<file path="src/rtl/mem_req_ctrl.sv">
// mem_req_ctrl: single-outstanding initiator for the async re/we memory port.
// Optional macro: MEM_REQ_CTRL_TIMEOUT_EN (abort ISSUE/BUSY after TIMEOUT_CYCLES).
// Ports: clk, rst_n; req_* (valid/ready request in), resp_* (valid/ready
// response out), mem_* (memory enables, addresses, data, async finish lines).
module mem_req_ctrl #(
    parameter int unsigned TIMEOUT_CYCLES = 64
) (
    input  logic        clk,
    input  logic        rst_n,
    input  logic        req_valid_i,
    output logic        req_ready_o,
    input  logic        req_we_i,
    input  logic [31:0] req_addr_i,
    input  logic [31:0] req_wdata_i,
    output logic        resp_valid_o,
    input  logic        resp_ready_i,
    output logic [31:0] resp_rdata_o,
    output logic        resp_err_o,
    output logic        mem_re_o,
    output logic        mem_we_o,
    output logic [31:0] mem_r_addr_o,
    output logic [31:0] mem_w_addr_o,
    output logic [31:0] mem_d_in_o,
    input  logic [31:0] mem_d_out_i,
    input  logic        mem_r_finished_i,
    input  logic        mem_w_finished_i
);

    typedef enum logic [1:0] {
        S_IDLE,
        S_ISSUE,
        S_BUSY,
        S_DONE
    } state_e;

    state_e      state_q, state_d;
    logic        we_q, we_d;
    logic [31:0] r_addr_q, r_addr_d;
    logic [31:0] w_addr_q, w_addr_d;
    logic [31:0] d_in_q, d_in_d;
    logic [31:0] rdata_q, rdata_d;
    logic        rf_meta_q, rf_s_q;
    logic        wf_meta_q, wf_s_q;
    logic        fin_s;
    logic        accept;
    logic        active;
    logic        timeout_hit;

    // Finish lines are asynchronous; idle level is 1.
    always_ff @(posedge clk or negedge rst_n) begin
        if (!rst_n) begin
            rf_meta_q <= 1'b1;
            rf_s_q    <= 1'b1;
            wf_meta_q <= 1'b1;
            wf_s_q    <= 1'b1;
        end else begin
            rf_meta_q <= mem_r_finished_i;
            rf_s_q    <= rf_meta_q;
            wf_meta_q <= mem_w_finished_i;
            wf_s_q    <= wf_meta_q;
        end
    end

    assign fin_s  = we_q ? wf_s_q : rf_s_q;
    assign accept = (state_q == S_IDLE) && req_valid_i;
    assign active = (state_q == S_ISSUE) || (state_q == S_BUSY);

`ifdef MEM_REQ_CTRL_TIMEOUT_EN
    logic [15:0] cnt_q;
    logic        err_q;

    assign timeout_hit = active && (cnt_q == 16'(TIMEOUT_CYCLES - 1));

    always_ff @(posedge clk or negedge rst_n) begin
        if (!rst_n) begin
            cnt_q <= '0;
            err_q <= 1'b0;
        end else begin
            if (accept) begin
                cnt_q <= '0;
            end else if (active) begin
                cnt_q <= cnt_q + 16'd1;
            end
            if (accept) begin
                err_q <= 1'b0;
            end else if (timeout_hit) begin
                err_q <= 1'b1;
            end
        end
    end

    assign resp_err_o = err_q;
`else
    logic unused_timeout_cfg;

    assign unused_timeout_cfg = ^16'(TIMEOUT_CYCLES);
    assign timeout_hit        = 1'b0;
    assign resp_err_o         = 1'b0;
`endif

    always_comb begin
        state_d  = state_q;
        we_d     = we_q;
        r_addr_d = r_addr_q;
        w_addr_d = w_addr_q;
        d_in_d   = d_in_q;
        rdata_d  = rdata_q;
        unique case (state_q)
            S_IDLE: begin
                if (req_valid_i) begin
                    we_d = req_we_i;
                    if (req_we_i) begin
                        w_addr_d = req_addr_i;
                        d_in_d   = req_wdata_i;
                    end else begin
                        r_addr_d = req_addr_i;
                    end
                    state_d = S_ISSUE;
                end
            end
            S_ISSUE: begin
                if (timeout_hit) begin
                    rdata_d = '0;
                    state_d = S_DONE;
                end else if (!fin_s) begin
                    state_d = S_BUSY;
                end
            end
            S_BUSY: begin
                if (timeout_hit) begin
                    rdata_d = '0;
                    state_d = S_DONE;
                end else if (fin_s) begin
                    // Raw rise is at least two edges old here, so data is settled.
                    rdata_d = we_q ? 32'd0 : mem_d_out_i;
                    state_d = S_DONE;
                end
            end
            S_DONE: begin
                if (resp_ready_i) begin
                    state_d = S_IDLE;
                end
            end
            default: state_d = S_IDLE;
        endcase
    end

    always_ff @(posedge clk or negedge rst_n) begin
        if (!rst_n) begin
            state_q  <= S_IDLE;
            we_q     <= 1'b0;
            r_addr_q <= '0;
            w_addr_q <= '0;
            d_in_q   <= '0;
            rdata_q  <= '0;
        end else begin
            state_q  <= state_d;
            we_q     <= we_d;
            r_addr_q <= r_addr_d;
            w_addr_q <= w_addr_d;
            d_in_q   <= d_in_d;
            rdata_q  <= rdata_d;
        end
    end

    // Enables come straight from state flops; they are low in IDLE and DONE,
    // so addresses only ever change while the memory is disabled.
    assign req_ready_o  = (state_q == S_IDLE);
    assign resp_valid_o = (state_q == S_DONE);
    assign resp_rdata_o = rdata_q;
    assign mem_re_o     = active && !we_q;
    assign mem_we_o     = active && we_q;
    assign mem_r_addr_o = r_addr_q;
    assign mem_w_addr_o = w_addr_q;
    assign mem_d_in_o   = d_in_q;

endmodule
</file>
<file path="config.mk">
export PLATFORM = sky130hd
export DESIGN_NAME = mem_req_ctrl
export DESIGN_NICKNAME = d
export VERILOG_FILES = /design/src/rtl/mem_req_ctrl.sv
export SDC_FILE = /design/constraint.sdc
export NUM_CORES = 1
export LEC_CHECK = 0
export CORE_UTILIZATION = 30
export DETAILED_ROUTE_END_ITERATION = 10
export PLACE_DENSITY = 0.57
export SLEW_MARGIN = 20
export SYNTH_ARGS = -nofsm -noshare
export SYNTH_HDL_FRONTEND = slang
export SYNTH_SLANG_ARGS = --single-unit
</file>
<file path="constraint.sdc">
create_clock -name clk -period 1.85 [get_ports clk]
set_input_delay 0.185 -clock clk [delete_from_list [all_inputs] [get_ports clk]]
set_output_delay 0.185 -clock clk [all_outputs]
set_load 0.01 [all_outputs]
</file>
==> impl_metrics.json <==
{
  "path_max_fanout": 4,
  "arrival_ns": 1.60,
  "grt_pass1_wl_um": 21340,
  "dpl.cell_count": 818,
  "syn-cell-area_um2": 5220,
  "drive_gt1_share_pct": 22.94,
  "fin_worst_skew_ns": 0.007723,
  "clk_pin_slew_ns": 0.06,
  "post-place-ws_ns": 0.04068,
  "ant_nets": 0,
  "end_kind": "output pin",
  "fmax_mhz": 560.6,
  "ys.flop_type": "dfrtp_1",
  "drc": 0,
  "hold_violations": 0,
  "path_buf_inv": 2,
  "wl_per_cell_um": 15.43,
  "synth_cell_types": 23,
  "synth.top_cell.area_share_pct": 62.80,
  "crit_cells": 4,
  "cp_data_required_time_ns": 1.66,
  "cts_sinks": 135,
  "fin_crit_sh_pct": 96.42,
  "yosys-top-cells-area": "dfrtp_1, mux2_2, nand2b_1, o21ai_0, nand2_1",
  "grt.total_usage_pct": 15.51,
  "wl_um": 13150,
  "via_count": 3680,
  "grt-ovfl-total": 0,
  "synth_nets": 480,
  "slowest_delay_ns": 0.39,
  "num_rows": 47,
  "syn_avg_cell_area_um2": 13.99,
  "core_area_um2": 16760,
  "io_pins": 236,
  "cts_tree": "built",
  "h-tree-depth": 4,
  "hpwlAfterDp_um": 9630,
  "start_util_pct": 31.15,
  "place_congestion": 0.7158,
  "ys_seq_area_share_pct": 64.81,
  "dieWidth_um": 133.9,
  "p_total_mw": 14.63,
  "period_needed_ns": 1.784,
  "diodes": 0,
  "stdcell_count": 852,
  "whs_path_depth": 1,
  "dieArea_um2": 17930,
  "layout.nets": 726,
  "multi_input_area_um2": 1735,
  "grt_pass1_vias": 4073,
  "ys_ff_latch": 135,
  "firstDrtPassIters": 4,
  "synth.most_common_cell": "dfrtp_1",
  "min_path_type": "input pin to flop",
  "maxCapViolations": 0,
  "pwr_density_cell_nw_per_um2": 1719,
  "slew_violations": 0,
  "port_buffers": 234,
  "status": "complete, no violations",
  "crit_path_start_kind": "flop",
  "clockBufferDepth": 2,
  "yosys.area.top_type": "dfrtp_1",
  "power.leakage_nw": 3.667,
  "synth_warnings": 0,
  "drt-initial-drc-count": 82,
  "viasPerCell": 4.319,
  "synth_edf_count": 0,
  "ys_top_cells_by_count": "dfrtp_1, mux2_2, nand2_1",
  "clkLatencyLatePin_ns": 0.42,
  "slowest_stage": "dfrtp_1",
  "syn_inst": 373,
  "die_y_um": 133.9,
  "regArea_um2": 3383,
  "grt_max_degree": 65,
  "crit_type": "flop to output pin",
  "antenna_found_initial": 0,
  "r2r_cells": 5,
  "critPathTopFamily": "buffers and inverters",
  "syn2layout_area_growth_pct": 63.06,
  "cts-root-buf": "clkbuf_16",
  "ys_async_sr_fraction_pct": 100.0,
  "fin_ws_ns": 0.06630,
  "setup_viol": 0,
  "num-fill-cells": 1482,
  "cts_inserted_buffers": 17,
  "ir_drop_v": 0.0007869,
  "path_cells": "inv_1 -> ha_4 -> nor2b_1 -> dlygate4sd2_1"
}
-- final timing paths --
| path | start | end | slack (ns) |
|---|---|---|---|
| max | state_q[1] | mem_re_o | 0.07 |
| max reg2reg | state_q[1] | state_q[1] | 0.10 |
| min reg2reg | wf_meta_q | wf_s_q | 0.36 |
| max in group asynchronous | rst_n | mem_w_addr_o[27] | 0.95 |
| min | mem_r_finished_i | rf_meta_q | 0.18 |
| min in group asynchronous | rst_n | mem_d_in_o[13] | 0.25 |
-- area by class of cell --
type / instances / area share [%]
clock buffers: 23 / 5.498
multi-input cells: 211 / 20.39
clock inverters: 9 / 1.191
well taps: 220 / 3.234
inverters: 5 / 0.2205
flip-flops and latches: 135 / 39.75
repair buffers: 249 / 29.72
-- kinds of logic after synthesis --
kind of cell | count (synthesis) | synth area share (%)
compound gates | 35 | 3.499
other cells | 1 | 0.07184
flops | 135 | 64.81
simple gates | 73 | 6.951
mux | 98 | 21.28
fa+ha+maj | 4 | 0.9588
buf+inv | 27 | 2.421
-- layout by cell type (no fill, tap or decap) --
cell type        count
nand3_4              1
ha_1                 3
conb_1               1
inv_6                1
o21ai_0             32
or2_2                1
buf_12               6
inv_2                1
mux2_1               4
dfrtp_1            131
ha_4                 1
dfstp_2              4
clkbuf_16           17
clkinvlp_4           1
clkdlybuf4s50_1    230
mux2_4               2
o21ai_1              1
inv_1                4
nor2_1               1
dlygate4sd2_1        3
a22oi_1              1
dlygate4sd3_1        1
nand2_1             36
a222oi_1             1
nand2b_1            32
clkinv_2             5
buf_4                8
clkbuf_1             4
nor2b_1              1
buf_6                1
clkbuf_8             2
and2_1               1
mux2_2              92
bufinv_16            2
-- metal layers --
| layer | part of all wire, % | global-route usage, % | vias to the layer above |
|---|---|---|---|
| met5 | 0 | 0 | - |
| met2 | 50 | 25.91 | 134 |
| met3 | 8.5 | 6.160 | 13 |
| met1 | 39 | 17.38 | 1784 |
| li1 | - | - | 1749 |
| met4 | 1.9 | 7.008 | 0 |
-- registers in the layout, summed over array words and instances (netlist names) --
register	flops
state_q	2
rf_s_q	1
rf_meta_q	1
wf_s_q	1
mem_w_addr_o	32
we_q	1
wf_meta_q	1
mem_d_in_o	32
resp_rdata_o	32
mem_r_addr_o	32
-- report_power, final --
group | switching (mW) | internal, mW
logic | 2.39 | 3.88
clock network | 1.22 | 2.05
registers | 0.724 | 4.37
-- what timing repair did --
action,in CTS,in global routing
pin swaps,0,1
endpoints found under the hold margin,38,0
gates resized for setup,4,1
hold buffers,1,0
setup endpoints to repair,3,2
setup buffers,0,1
-- per-stage QoR --
step / util, % / cell area (µm²) / setup TNS [ns] / hold slack [ns]
after floorplan: - / 5220 / 0 / -0.1106
after CTS: 50.74 / 8504 / 0 / 0.1585
after detailed placement: 47.23 / 7916 / 0 / 0.1334
final: 50.79 / 8512 / 0 / 0.1807
after global placement: 47.23 / 7916 / 0 / 0.1316
after global routing: 50.79 / 8512 / -0.02513 / 0.1624
No activity file was read; power rests on OpenSTA's default activity.
